### src/rtl/dec_ram_pkg.sv
// Shared constants for the LDPC decoder two-bank decision/message RAM.
package dec_ram_pkg;

    localparam logic BANK0 = 1'b0;
    localparam logic BANK1 = 1'b1;

    localparam int DEC_DATA_WIDTH    = 1;
    localparam int DEC_ADDRESS_WIDTH = 8;
    localparam int DEC_RAM_DEPTH     = 256;

endpackage

### src/rtl/dec_ram_bank.sv
// Single-port synchronous RAM bank: write enable, registered read, unreset array.
module dec_ram_bank #(
    parameter int DATA_WIDTH    = 1,
    parameter int ADDRESS_WIDTH = 8,
    parameter int RAM_DEPTH     = 256
) (
    input  logic                     clk,
    input  logic                     we_i,
    input  logic                     re_i,
    input  logic [ADDRESS_WIDTH-1:0] addr_i,
    input  logic [DATA_WIDTH-1:0]    wdata_i,
    output logic [DATA_WIDTH-1:0]    rdata_o
);

    logic [DATA_WIDTH-1:0] mem_q [RAM_DEPTH];
    logic [DATA_WIDTH-1:0] rdata_q;
    logic                  in_range_s;

    // Only meaningful when the bank is shallower than the address space.
    assign in_range_s = (int'(addr_i) < RAM_DEPTH);

    // Array write and read register; the read register holds between reads.
    always_ff @(posedge clk) begin
        if (we_i && in_range_s) begin
            mem_q[addr_i] <= wdata_i;
        end
        if (re_i) begin
            rdata_q <= in_range_s ? mem_q[addr_i] : '0;
        end
    end

    assign rdata_o = rdata_q;

endmodule

### src/rtl/dec_ram.sv
// Two-bank single-port RAM for the LDPC decoder with registered, reset-masked read data.
module dec_ram
    import dec_ram_pkg::*;
#(
    parameter int DATA_WIDTH    = DEC_DATA_WIDTH,
    parameter int ADDRESS_WIDTH = DEC_ADDRESS_WIDTH,
    parameter int RAM_DEPTH     = DEC_RAM_DEPTH
) (
    input  logic                     clk,
    input  logic                     rst_n,
    input  logic [ADDRESS_WIDTH-1:0] address,
    input  logic [DATA_WIDTH-1:0]    data_in,
    input  logic                     we,
    input  logic                     cs,
    input  logic                     rs,
    output logic [DATA_WIDTH-1:0]    data_out
);

    logic                  we0_s, we1_s, re0_s, re1_s;
    logic [DATA_WIDTH-1:0] rd0_s, rd1_s;
    logic [DATA_WIDTH-1:0] data_out_s;
    logic                  rs_q;
    logic                  vld_q;

    assign we0_s = cs & we  & (rs == BANK0);
    assign we1_s = cs & we  & (rs == BANK1);
    assign re0_s = cs & ~we & (rs == BANK0);
    assign re1_s = cs & ~we & (rs == BANK1);

    dec_ram_bank #(
        .DATA_WIDTH    (DATA_WIDTH),
        .ADDRESS_WIDTH (ADDRESS_WIDTH),
        .RAM_DEPTH     (RAM_DEPTH)
    ) u_bank0 (
        .clk     (clk),
        .we_i    (we0_s),
        .re_i    (re0_s),
        .addr_i  (address),
        .wdata_i (data_in),
        .rdata_o (rd0_s)
    );

    dec_ram_bank #(
        .DATA_WIDTH    (DATA_WIDTH),
        .ADDRESS_WIDTH (ADDRESS_WIDTH),
        .RAM_DEPTH     (RAM_DEPTH)
    ) u_bank1 (
        .clk     (clk),
        .we_i    (we1_s),
        .re_i    (re1_s),
        .addr_i  (address),
        .wdata_i (data_in),
        .rdata_o (rd1_s)
    );

    // Remember which bank served the last read; vld_q masks stale bank data after reset.
    always_ff @(posedge clk or negedge rst_n) begin
        if (!rst_n) begin
            rs_q  <= BANK0;
            vld_q <= 1'b0;
        end else if (cs && !we) begin
            rs_q  <= rs;
            vld_q <= 1'b1;
        end else begin
            rs_q  <= rs_q;
            vld_q <= vld_q;
        end
    end

    // Output mux over the two registered bank outputs.
    always_comb begin
        data_out_s = '0;
        if (!vld_q) begin
            data_out_s = '0;
        end else if (rs_q == BANK1) begin
            data_out_s = rd1_s;
        end else begin
            data_out_s = rd0_s;
        end
    end

    assign data_out = data_out_s;

endmodule

### config.mk
export PLATFORM = sky130hd
export DESIGN_NAME = dec_ram
export DESIGN_NICKNAME = d
export VERILOG_FILES = /design/src/rtl/dec_ram_pkg.sv /design/src/rtl/dec_ram_bank.sv /design/src/rtl/dec_ram.sv
export SDC_FILE = /design/constraint.sdc
export NUM_CORES = 1
export LEC_CHECK = 0
export BUFFER_PORTS_ARGS = -buffer_cell sky130_fd_sc_hd__clkbuf_2
export CORE_MARGIN = 5
export CORE_UTILIZATION = 55
export DETAILED_ROUTE_END_ITERATION = 12
export HOLD_SLACK_MARGIN = 0.03
export PLACE_DENSITY = 0.71
export SETUP_SLACK_MARGIN = 0.1
export SYNTH_ARGS = -nofsm -noshare
export SYNTH_HDL_FRONTEND = slang
export SYNTH_SLANG_ARGS = --single-unit
### constraint.sdc
create_clock -name clk -period 2.45 [get_ports clk]
set_clock_uncertainty 0.05 [all_clocks]
set_input_delay 0.3675 -clock clk [delete_from_list [all_inputs] [get_ports clk]]
set_output_delay 0.3675 -clock clk [all_outputs]
set_load 0.01 [all_outputs]
# --- Yosys cells after proc, flatten, opt, wreduce, memory -nomap -nowiden ---
# Memory sizes are Yosys's and may differ from the RTL's. A register that Yosys moved wholly into a read port is not among the register bits.
# Index checks and enable logic that the tools add are counted.
classes:
  n_mux: 6
  n_bitwise: 8
  n_reduce_logical: 2
ops:
  columns: ["cell", "count"]
  rows:
  - ["bitwise AND 1 bit", 6]
  - ["two-way mux 1 bit", 6]
  - ["NOT 1 bit", 2]
  - ["logical AND 1 bit", 1]
  - ["zero test 1 bit", 1]
totals:
  elab_cells: 20
  out_inout_bits: 1
  mem_count: 2
  ram_bits: 512
  in_bits: 14
  regBits: 2
mem_list:
  columns: ["memory", "depth", "word_bits", "read_ports", "rd_clocked_by_memory_dff", "write_ports", "line", "source"]
  rows:
  - ["u_bank0.mem_q", 256, 1, 1, 1, 1, "dec_ram_bank.sv:15", "logic [DATA_WIDTH-1:0] mem_q [RAM_DEPTH];"]
  - ["u_bank1.mem_q", 256, 1, 1, 1, 1, "dec_ram_bank.sv:15", null]

# --- Longest topological paths before layout ---
# Gate-level depths: netlist of the first run.
depth:
  depth_word: 4
  depth_mapped: 8

# --- Modules after synthesis ---
# A second synthesis of the first run with hierarchy kept.
hier_totals:
  hier_cells: 1508
  area_unflattened_um2: 22147.5
by_module_without_submodules:
  columns: ["module", "n_inst", "cells_per_inst", "area_each_um2", "seq_area_each_um2"]
  rows:
  - ["dec_ram_bank", 2, 748, 11016.8, 7717.4]
  - ["dec_ram", 1, 12, 113.9, 50.0]

# --- Worst setup path after synthesis of the first run ---
# OpenSTA, ideal clock, no wires.
synth_path:
  path_kind: "in2reg"
  startpoint: "in address[1]"
  endpoint: "reg u_bank0.rdata_q (netlist: u_bank0.rdata_o) (read register of u_bank0.mem_q) (data pin)"
  arrival_time_ns: 2.019
  setup_ns: 0.273
  stages: 8
  slack_ns: 0.108
  path_cell_list: "buf_2 -> buf_2 -> clkbuf_1 -> mux4_2 -> a22oi_2 -> a21oi_1 -> o41ai_2 -> nand4_1"
synth_lines:
  columns: ["element", "line", "source"]
  rows:
  - ["from (decl)", "dec_ram.sv:11", "input logic [ADDRESS_WIDTH-1:0] address,"]
  - ["to (decl)", "dec_ram_bank.sv:16", "logic [DATA_WIDTH-1:0] rdata_q;"]

==> summary.md, run 1 <==
| Metric | Value |
|---|---|
| GR peak layer | `met2` |
| Worst reg-to-reg setup slack | `roughly 210 ps` |
| Hold slack final | `between 50 and 60 ps` |
| Share of flip-flops with an asynchronous set or reset | `less than 1%` |
| Gr usage total | `24.4%` |
| Normalized max-slew margin | `between 50% and 60%` |
| Met1 Track Usage GR | `33.3%` |
| Area growth from synthesis to layout | `14.2%` |
| Syn Area/Cell | `14.9 sq um` |
| GPL Wtd Cong | `0.793` |
| First-pass GRT wire length | `~81 mm` |
| Max clock buf depth | `3` |
| WL per Instance | `between 20 and 30 microns` |
| Clock buffer count from CTS | `a little over 50` |
| Hold Crit Class | `input pin to asynchronous set/reset pin` |
| Arrival @ worst endpoint | `around 2500 ps` |
| DRT Pass-1 Iters | `5` |
| Die height | `~210 microns` |
| Port bufs | `14` |
| Max-cap violations | `0` |
| Fillers | `just under 3k` |
| Detailed Place HPWL | `about 32 mm` |
| Layout Nets | `~1.6k` |
| CP Launch Type | `flip-flop` |
| Clock transition at path regs | `roughly 60 ps` |
| Share of cells above drive strength 1 | `about 23%` |
| Required arrival time at the worst endpoint | `between 2000 and 3000 ps` |
| Main synth FF type | `edfxtp_1` |
| Vias in the first global route | `between 10k and 15k` |
| Die X | `about 210 microns` |
| Cell depth of the worst flop-to-flop path | `6` |
| Routed vias | `~13k` |
| Yosys top cell area share | `a little over two thirds` |
| Max IR drop VDD | `0.637 mV` |
| Routed vias/inst | `6.18` |
| Crit-path max FO | `1` |
| Post-layout min period | `around 2200 ps` |
| GRT overflow | `0` |
| Setup_tns | `0 ps` |
| Antenna Violating Nets Remaining | `0` |
| Slew Limit Fails | `0` |
| Post-Route WL | `approximately 53 mm` |
| Initial antenna violation count | `0` |
| YS warnings | `0` |
| Total chip power | `0.0180 W` |
| Crit path kind | `flip-flop to flip-flop` |
| CTS tree | `done` |
| Initial drt markers | `1536` |
| Fmax | `roughly 450 MHz` |
| Final setup fails | `0` |
| Clock root buffer | `clkbuf_16` |
| Synth top area cells | `edfxtp_1 (70%), mux4_2 (13%), nor2_1 (9.0%), a22oi_1 (2.2%), clkbuf_1 (1.9%)` |
| Hold Fails Final Rpt | `0` |
| Htree depth | `2` |
| Mapped Cells | `1474` |
| Post-synthesis instance area | `~22000 sq um` |
| Worst Tran Pin Value | `between 600 and 700 ps` |
| Core Rows | `73` |
| RSZ-0062 raised after global routing | `false` |
| Leakage Power | `7.58 nW` |
| Initial Util | `a little under three fifths` |
| Synth area leader | `edfxtp_1` |
| Capture point of the worst reg-to-reg path | `u_bank0.rdata_o` |
| Synth cell types | `24` |
| Met3 usage | `under 10%` |
| Met2 Use GR | `40.1%` |
| Syn nets | `about 1.5k` |
| Register area share after synthesis | `70.5%` |
| Final worst-path cycle share | `approximately 91%` |
| Largest net degree at the start of global routing | `100` |
| #FFs+latches synth | `a little over 500` |
| Core area | `between 30000 and 40000 sq um` |
| Die ar. | `around 44000 sq um` |
| CP Capture Type | `flip-flop` |
| Setup slack after layout | `214 ps` |
| I/O Pins | `15` |
| EDFF count, synth | `between 500 and 600` |
| R2r startpoint | `u_bank0.mem_q[255]` |
| Worst-Skew Late Latency | `590 ps` |
| # DRC | `0` |
| Diode count | `0` |
| List of most frequent post-synthesis cells | `nor2_1 (525), edfxtp_1 (514), mux4_2 (128)` |
| Count leader, synth | `nor2_1` |
| Status | `completed` |
| CTS sink cnt | `516` |
| Pre-CTS setup slack | `-366 ps` |
| Power Dens Cells | `between 700 and 800 nW/um^2` |
-- sequential cells by signal, indices dropped and copies added, names as in the netlist --
name / count
rs_q: 1
u_bank0.mem_q: 256
u_bank0.rdata_o: 1
u_bank1.mem_q: 256
u_bank1.rdata_o: 1
vld_q: 1
-- stage by stage --
step	util [%]	instances	area (sq um)
2_1_floorplan	-	1474	22000
4_1_cts	63.3	2112	25100
3_3_place_gp	59.4	2024	23600
3_5_place_dp	59.4	2024	23600
5_1_grt	63.3	2112	25100
6_report	63.3	2112	25100
-- report_power, final --
part	internal, W	switching (W)
combinational	0.000398	0.000625
clock	0.00415	0.00313
sequential	0.00971	0.00000427
total	0.0143	0.00376
-- cell type report --
cell class	instances	area [sq um]	share of cell area, %
well taps	525	657	2.62
inverters	1	3.75	0.0150
clock buffers	74	1410	5.60
multi-input cells	826	5980	23.8
flip-flops and latches	516	15500	61.7
clock inverters	13	104	0.414
repair buffers	157	1450	5.77
-- cells by family after synthesis --
group / share of synthesized area, %
buffers and inverters: 2.62
and+or+nand+nor: 10.3
muxes: 13.2
AOI/OAI and AO/OA: 3.36
DFF: 70.5
-- timing repair --
| action | 4_1_cts | 5_1_grt |
|---|---|---|
| hold buffers | 1 | 0 |
| setup buffers | 0 | 0 |
| gates resized for setup | 1 | 0 |
| hold endpoints to repair | 2 | 0 |
| setup endpoints to repair | 1 | 0 |
-- per-layer routing --
| layer | vias up | part of all wire [%] |
|---|---|---|
| met1 | 6767 | 39 |
| li1 | 5604 | - |
| met4 | 0 | 3.0 |
| met5 | - | 0 |
| met2 | 563 | 49 |
| met3 | 113 | 9.0 |
-- worst max-delay path: stages (launching register included) --
cell and delay (ps):
edfxtp_1 380, mux4_2 480, a22oi_1 230, a21oi_1 180, o41ai_1 390, buf_4 170
nand4_1 90
-- worst max-delay path by stage --
stage | from | endpoint | slack [ps] | depth (start not counted)
after floorplan | address[1] | u_bank0.rdata_o | 110 | 8
after global placement | address[0] | u_bank0.rdata_o | -410 | 8
after detailed placement | address[0] | u_bank0.rdata_o | -370 | 8
after CTS | u_bank0.mem_q[127] | u_bank0.rdata_o | 200 | 6
after global routing | u_bank0.mem_q[255] | u_bank0.rdata_o | 120 | 6
final | u_bank0.mem_q[255] | u_bank0.rdata_o | 210 | 6
-- layout by cell type, fill, tap and decap left out --
cell,instances
nor2_1,524
edfxtp_1,514
mux4_2,128
buf_4,120
a22oi_1,63
clkbuf_16,53
nand2_1,33
a21oi_1,32
buf_12,22
clkbuf_1,21
nand2_2,12
clkbuf_2,11
clkinv_1,9
nor2b_1,5
o41ai_1,5
nand2b_1,4
nand3_2,4
o41ai_2,3
nor2b_4,2
nand4_1,2
nand3_1,2
clkinv_2,2
bufinv_16,2
dfrtp_1,2
nor2_4,1
and2_2,1
or2_2,1
and2_1,1
inv_1,1
a22oi_2,1
mux2i_1,1
a21o_1,1
dlygate4sd3_1,1
clkbuf_8,1
buf_8,1
buf_6,1
No activity file was read; power rests on OpenSTA's default activity.
==> run 2, diff against run 1 <==
--- a/config.mk
+++ b/config.mk
@@ -6,11 +6,12 @@
 export NUM_CORES = 1
 export LEC_CHECK = 0
 export BUFFER_PORTS_ARGS = -buffer_cell sky130_fd_sc_hd__clkbuf_2
-export CORE_MARGIN = 5
-export CORE_UTILIZATION = 55
+export CELL_PAD_IN_SITES_DETAIL_PLACEMENT = 0
+export CELL_PAD_IN_SITES_GLOBAL_PLACEMENT = 1
+export CORE_UTILIZATION = 54
 export DETAILED_ROUTE_END_ITERATION = 12
 export HOLD_SLACK_MARGIN = 0.03
-export PLACE_DENSITY = 0.71
+export PLACE_DENSITY_LB_ADDON = 0.1
 export SETUP_SLACK_MARGIN = 0.1
 export SYNTH_ARGS = -nofsm -noshare
 export SYNTH_HDL_FRONTEND = slang
==> run 2 against run 1 <==
  * Fmax is 2.2% lower
  * Total power up 3.9%
  * Combinational power increased by 5%
  * Sequential power is essentially flat
  * First-iteration DRC count fell by 18%
  * Setup slack got worse by 51 ps
  * Count of clock-buffer cells in the layout is 11 lower
  * Via count about the same
  * Die area down 5.8%
  * Non-clock buffer count decreased by 2
  * Worst hold slack better by 24 ps
  * Critical path type unchanged
  * Critical endpoint is now u_bank1.rdata_o
==> summary.md, run 2 (same netlist as run 1, synthesis figures left out) <==
| Metric | Value |
|---|---|
| Status | `completed` |
| Arrival @ worst endpoint | `2580 ps (+80 ps)` |
| Clock transition at path regs | `60 ps (about the same)` |
| Most common cell after layout, fill and taps aside | `nor2_1` |
| I/O Pins | `15 (unchanged)` |
| Htree depth | `2 (unchanged)` |
| Post-Route WL | `55.9 mm (+5.2%)` |
| # DRC | `0 (unchanged)` |
| Area after DPL | `23700 sq um (+0.60%)` |
| Leakage Power | `7.76 nW (+2.3%)` |
| Final worst-path cycle share | `93.3% (+2.1 points)` |
| Gr usage total | `27.7% (+3.3 points)` |
| GPL Wtd Cong | `0.770 (-2.9%)` |
| Comb pwr share | `5.7% (about the same)` |
| Routed vias | `13.1k (+0.031%)` |
| Hold Crit Class | `input pin to flip-flop` |
| Normalized max-slew margin | `55.2% (+1.9 points)` |
| Seq pwr share | `51.9% (-2.0 points)` |
| Fmax | `437 MHz (-2.2%)` |
| Routed vias/inst | `6.15 (-0.44%)` |
| WL per Instance | `26.3 microns (+4.7%)` |
| Crit path kind | `flip-flop to flip-flop` |
| Pre-CTS setup slack | `-585 ps (-219 ps)` |
| Cell Int Power | `0.0147 W (+3.2%)` |
| DRT Pass-1 Iters | `5 (unchanged)` |
| Clk pwr share | `42.4% (+2.0 points)` |
| Setup_tns | `0 ps (unchanged)` |
| CP Launch Type | `flip-flop` |
| Final setup fails | `0 (unchanged)` |
| Max clock buf depth | `3 (unchanged)` |
| Hold Fails Final Rpt | `0 (unchanged)` |
| Slew Limit Fails | `0 (unchanged)` |
| Core area | `39900 sq um (+0.69%)` |
| Initial antenna violation count | `0 (unchanged)` |
| Share of cells above drive strength 1 | `23.7% (+0.61 points)` |
| Antenna Violating Nets Remaining | `0 (unchanged)` |
| Post-layout min period | `2290 ps (+51.1 ps)` |
| Switching part of the total power | `21.4% (+0.52 points)` |
| Worst Tran Pin Value | `671 ps (-28.0 ps)` |
| GRT overflow | `0 (unchanged)` |
| Vias in the first global route | `13.0k (-1.6%)` |
| Worst-Skew Late Latency | `610 ps (+20 ps)` |
| Largest net degree at the start of global routing | `125 (+25%)` |
| First-pass GRT wire length | `82.5 mm (+2.2%)` |
| FF+latch area | `15500 sq um (unchanged)` |
| Slowest CP cell | `mux4_2` |
| CP Buf/Inv Count | `1 (unchanged)` |
| Area of the multi-input gates | `6010 sq um (+0.42%)` |
| Setup slack after layout | `163 ps (-51.1 ps)` |
| Cell area after layout | `25400 sq um (+1.4%)` |
| Clock root buffer | `clkbuf_16` |
| Crit-path max FO | `1 (unchanged)` |
| Max-cap violations | `0 (unchanged)` |
| Fillers | `2959 (+1.9%)` |
| CTS tree | `done` |
| CP Capture Type | `flip-flop` |
| CTS sink cnt | `516 (unchanged)` |
| Port bufs | `14 (unchanged)` |
| Initial drt markers | `1264 (-18%)` |
| Initial Util | `55.0% (-0.38 points)` |
| CP delay by family, top | `compound AO/OA/AOI/OAI gates` |
| Detailed Place HPWL | `31.4 mm (-1.4%)` |
| Diode count | `0 (unchanged)` |
| Switching power total | `0.00400 W (+6.5%)` |
| Max incr delay on CP | `470 ps (about the same)` |
| Largest registers | `u_bank0.mem_q x256, u_bank1.mem_q x256` |
| Hold slack final | `80.3 ps (+24.4 ps)` |
| CP Cell Sequence | `mux4_2 > a22oi_1 > a21oi_1 > o41ai_1 > buf_4 > nand4_1` |
| Area growth from synthesis to layout | `15.8%` |
| Layout Nets | `1567 (unchanged)` |
| Die height | `204 microns (-2.9%)` |
| Core Rows | `73 (unchanged)` |
| Max IR drop VDD | `0.565 mV (-11%)` |
| Clock buffer count from CTS | `53 (+3.9%)` |
| Power Dens Cells | `736 nW/um^2 (+2.5%)` |
| Die ar. | `41500 sq um (-5.8%)` |
| Die X | `204 microns (-2.9%)` |
| Most frequent cells in the layout | `nor2_1 (524), edfxtp_1 (514), mux4_2 (128), buf_4 (104), a22oi_1 (61)` |
| Required arrival time at the worst endpoint | `2740 ps (+30 ps)` |
| RSZ-0062 raised after global routing | `false` |
[run 2: changes by cell type in the layout (fill, tap and decap cells not counted), moves of 2 or more]
cell       change
clkinv_2       +6
bufinv_16      +3
clkbuf_16      +2
clkinv_1      +13
a22oi_1        -2
buf_4         -16
a22oi_2        +2
clkbuf_1      -13
buf_12        +13
[run 2: path summary, 6_finish.rpt]
path,startpoint,to,slack (ps),cells after the start
max reg2reg,u_bank1.mem_q[244],u_bank1.rdata_o,160,6
min reg2reg,vld_q,vld_q,430,1
min in group asynchronous,rst_n,rs_q,620,3
max,u_bank1.mem_q[244],u_bank1.rdata_o,160,6
max in group asynchronous,rst_n,vld_q,1580,3
min,data_in,u_bank0.mem_q[16],80,1
[run 2: final cells by class]
cell class                      instances  share of cell area, %
Clock inverter                         36                   1.11
Timing Repair Buffer                  155                   6.28
Multi-Input combinational cell        826                   23.6
Tap cell                              525                   2.58
Inverter                                1                 0.0148
Clock buffer                           63                   5.53
Sequential cell                       516                   60.9
[run 2: power by group through the flow]
stage | combinational (W) | sequential (W) | clock [W]
6_report | 0.00107 | 0.00972 | 0.00794
5_1_grt | 0.00112 | 0.00971 | 0.00833
4_1_cts | 0.00106 | 0.00972 | 0.00804
3_5_place_dp | 0.00106 | 0.00990 | 0
3_3_place_gp | 0.00105 | 0.00990 | 0
2_1_floorplan | 0.000509 | 0.00991 | 0
[run 2: worst register-to-register path: cells and delay by family (launching register included)]
kind | cells | cell delay [ps]
AOI/OAI and AO/OA | 3 | 820
muxes | 1 | 470
DFF | 1 | 400
buffers and inverters | 1 | 190
and+or+nand+nor | 1 | 90
[run 2: metal layers]
layer | part of all wire, % | up-vias | GRT usage, % | wire (microns)
li1 | - | 5622 | - | -
met1 | 41 | 6817 | 39.2 | 23100
met2 | 48 | 532 | 44.9 | 27000
met3 | 7.8 | 80 | 4.12 | 4380
met4 | 2.5 | 0 | 8.54 | 1390
met5 | 0 | - | 0 | 0
[run 2: repair_timing]
action | in CTS | in global routing
resized for setup | 1 | 4
hold buffers | 2 | 0
setup endpoints to repair | 1 | 1
setup buffers | 0 | 0
pin swaps | 0 | 2
endpoints found under the hold margin | 2 | 0
[run 2: through the flow]
step / total power [W] / util [%] / cells
floorplan: 0.0104 / - / 1474
global placement: 0.0109 / 59.4 / 2021
detailed placement: 0.0110 / 59.4 / 2021
CTS: 0.0188 / 63.7 / 2122
global route: 0.0192 / 63.7 / 2122
finish: 0.0187 / 63.7 / 2122
==> run 3, diff against run 2 <==
--- a/config.mk
+++ b/config.mk
@@ -10,7 +10,7 @@
 export CELL_PAD_IN_SITES_GLOBAL_PLACEMENT = 1
 export CORE_UTILIZATION = 54
 export DETAILED_ROUTE_END_ITERATION = 12
-export HOLD_SLACK_MARGIN = 0.03
+export HOLD_SLACK_MARGIN = 0.12
 export PLACE_DENSITY_LB_ADDON = 0.1
 export SETUP_SLACK_MARGIN = 0.1
 export SYNTH_ARGS = -nofsm -noshare
==> run 3 against run 2 <==
  * Cell area about the same
  * Largest cell class unchanged
  * Critical path depth unchanged
  * Highest routed layer unchanged
  * Critical path type unchanged
  * Routed wire length about the same
  * Non-clock buffer count up 1
==> summary.md, run 3 (same netlist as run 1, synthesis figures left out) <==
| Metric | Value |
|---|---|
| Setup_tns | `0 ps (unchanged)` |
| Slowest CP cell | `mux4_2` |
| Arrival @ worst endpoint | `2580 ps (about the same)` |
| Share of cells above drive strength 1 | `23.7% (about the same)` |
| Routed vias/inst | `6.12 (-0.51%)` |
| Clock transition at path regs | `60 ps (about the same)` |
| Clock buffer count from CTS | `53 (unchanged)` |
| GPL Wtd Cong | `0.770 (unchanged)` |
| GR peak layer | `met2` |
| Core Rows | `73 (unchanged)` |
| Htree depth | `2 (unchanged)` |
| Status | `completed` |
| Routed vias | `13.0k (-0.47%)` |
| Die height | `204 microns (unchanged)` |
| Core area | `39900 sq um (unchanged)` |
| Initial drt markers | `1405 (+11%)` |
| Hold Crit Class | `input pin to flip-flop` |
| Diode count | `0 (unchanged)` |
| Area after DPL | `23700 sq um (unchanged)` |
| Final worst-path cycle share | `93.7% (+0.32 points)` |
| Crit path kind | `flip-flop to flip-flop` |
| CTS tree | `done` |
| Max-cap violations | `0 (unchanged)` |
| Detailed Place HPWL | `31.4 mm (unchanged)` |
| DRT Pass-1 Iters | `5 (unchanged)` |
| Worst-Skew Late Latency | `610 ps (about the same)` |
| Fillers | `2960 (+0.034%)` |
| Area growth from synthesis to layout | `15.9% (about the same)` |
| Leakage Power | `7.76 nW (about the same)` |
| Power Dens Cells | `736 nW/um^2 (about the same)` |
| CP Capture Type | `flip-flop` |
| CP Launch Type | `flip-flop` |
| Crit-path max FO | `1 (unchanged)` |
| FF+latch area | `15500 sq um (unchanged)` |
| # DRC | `0 (unchanged)` |
| Met1 Track Usage GR | `39.2% (unchanged)` |
| Die ar. | `41500 sq um (unchanged)` |
| Fmax | `436 MHz (-0.34%)` |
| Area of the multi-input gates | `6010 sq um (unchanged)` |
| Max clock buf depth | `3 (unchanged)` |
| Slew Limit Fails | `0 (unchanged)` |
| Layout Nets | `1568 (+0.064%)` |
| Hold slack final | `155 ps (+74.5 ps)` |
| Initial antenna violation count | `0 (unchanged)` |
| CTS sink cnt | `516 (unchanged)` |
| Hold Fails Final Rpt | `0 (unchanged)` |
| Initial Util | `55.0% (unchanged)` |
| Gr usage total | `27.7% (unchanged)` |
| GRT overflow | `0 (unchanged)` |
| Largest registers | `u_bank0.mem_q x256, u_bank1.mem_q x256` |
| Most frequent cells in the layout | `nor2_1 (524), edfxtp_1 (514), mux4_2 (128), buf_4 (104), a22oi_1 (61)` |
| Met2 Use GR | `44.9% (unchanged)` |
| Port bufs | `14 (unchanged)` |
| Final setup fails | `0 (unchanged)` |
| Worst Tran Pin Value | `647 ps (-24.6 ps)` |
| Die X | `204 microns (unchanged)` |
| Post-Route WL | `55.8 mm (about the same)` |
| Worst reg-to-reg setup slack | `160 ps (about the same)` |
| CP Cell Sequence | `mux4_2 > a22oi_1 > a21oi_1 > o41ai_1 > buf_4 > nand4_1` |
| Max incr delay on CP | `470 ps (about the same)` |
| RSZ-0062 raised after global routing | `false` |
| Largest net degree at the start of global routing | `125 (unchanged)` |
| Clock root buffer | `clkbuf_16` |
| Setup slack after layout | `155 ps (-7.90 ps)` |
| Cell area after layout | `25400 sq um (about the same)` |
| WL per Instance | `26.3 microns (-0.10%)` |
| Vias in the first global route | `13.0k (unchanged)` |
| Post-layout min period | `2290 ps (+7.90 ps)` |
| Met3 usage | `4.12% (unchanged)` |
| First-pass GRT wire length | `82.5 mm (unchanged)` |
| Normalized max-slew margin | `56.9% (+1.6 points)` |
| Max IR drop VDD | `0.567 mV (+0.42%)` |
| Antenna Violating Nets Remaining | `0 (unchanged)` |
| I/O Pins | `15 (unchanged)` |
| Most common cell after layout, fill and taps aside | `nor2_1` |
| Pre-CTS setup slack | `-585 ps (unchanged)` |
| Required arrival time at the worst endpoint | `2740 ps (about the same)` |
[run 3: cell count changes in the layout (fill, tap and decap cells not counted)]
cell and change:
dlygate4sd3_1 +1
[run 3: layout make-up]
| class | count | area share (%) |
|---|---|---|
| Clock buffer | 63 | 5.53 |
| Tap cell | 525 | 2.58 |
| Clock inverter | 36 | 1.11 |
| Inverter | 1 | 0.0147 |
| Timing Repair Buffer | 156 | 6.32 |
| Multi-Input combinational cell | 826 | 23.6 |
| Sequential cell | 516 | 60.8 |
[run 3: critical path, delay by kind of cell, from the launching register on]
| family | cells | cell delay [ps] |
|---|---|---|
| flops | 1 | 370 |
| buf+inv | 1 | 190 |
| mux | 1 | 470 |
| simple gates | 1 | 90 |
| compound gates | 3 | 850 |
[run 3: timing repair]
action | CTS | global route
hold buffers | 3 | 0
endpoints found under the setup margin | 1 | 1
setup buffers | 0 | 0
pin swaps | 0 | 2
hold endpoints to repair | 28 | 0
resized for setup | 1 | 4
[run 3: where the power goes]
part | switching, W | internal [W] | total, W | leakage, nW
logic | 0.000649 | 0.000419 | 0.00107 | 2.29
clock network | 0.00335 | 0.00459 | 0.00794 | 0.828
registers | 0.00000380 | 0.00971 | 0.00972 | 4.64
[run 3: per-stage QoR]
step | total power (W) | std cells | util [%]
CTS | 0.0188 | 2123 | 63.7
detailed placement | 0.0110 | 2021 | 59.4
floorplan | 0.0104 | 1474 | -
global route | 0.0192 | 2123 | 63.8
finish | 0.0187 | 2123 | 63.8
global placement | 0.0109 | 2021 | 59.4
[run 3: final timing paths]
path,start,to,cells after the start
worst max-delay path,u_bank1.mem_q[255],u_bank1.rdata_o,6
worst min-delay path,cs,vld_q,3
worst max register to register,u_bank1.mem_q[255],u_bank1.rdata_o,6
worst min register to register,vld_q,vld_q,1
max in group asynchronous,rst_n,vld_q,3
min in group asynchronous,rst_n,rs_q,3
[run 3: metal layers]
layer  up-vias  wire, microns
met4         0           1380
met2       510          26900
met3        78           4170
met5         -              0
li1       5622              -
met1      6780          23400
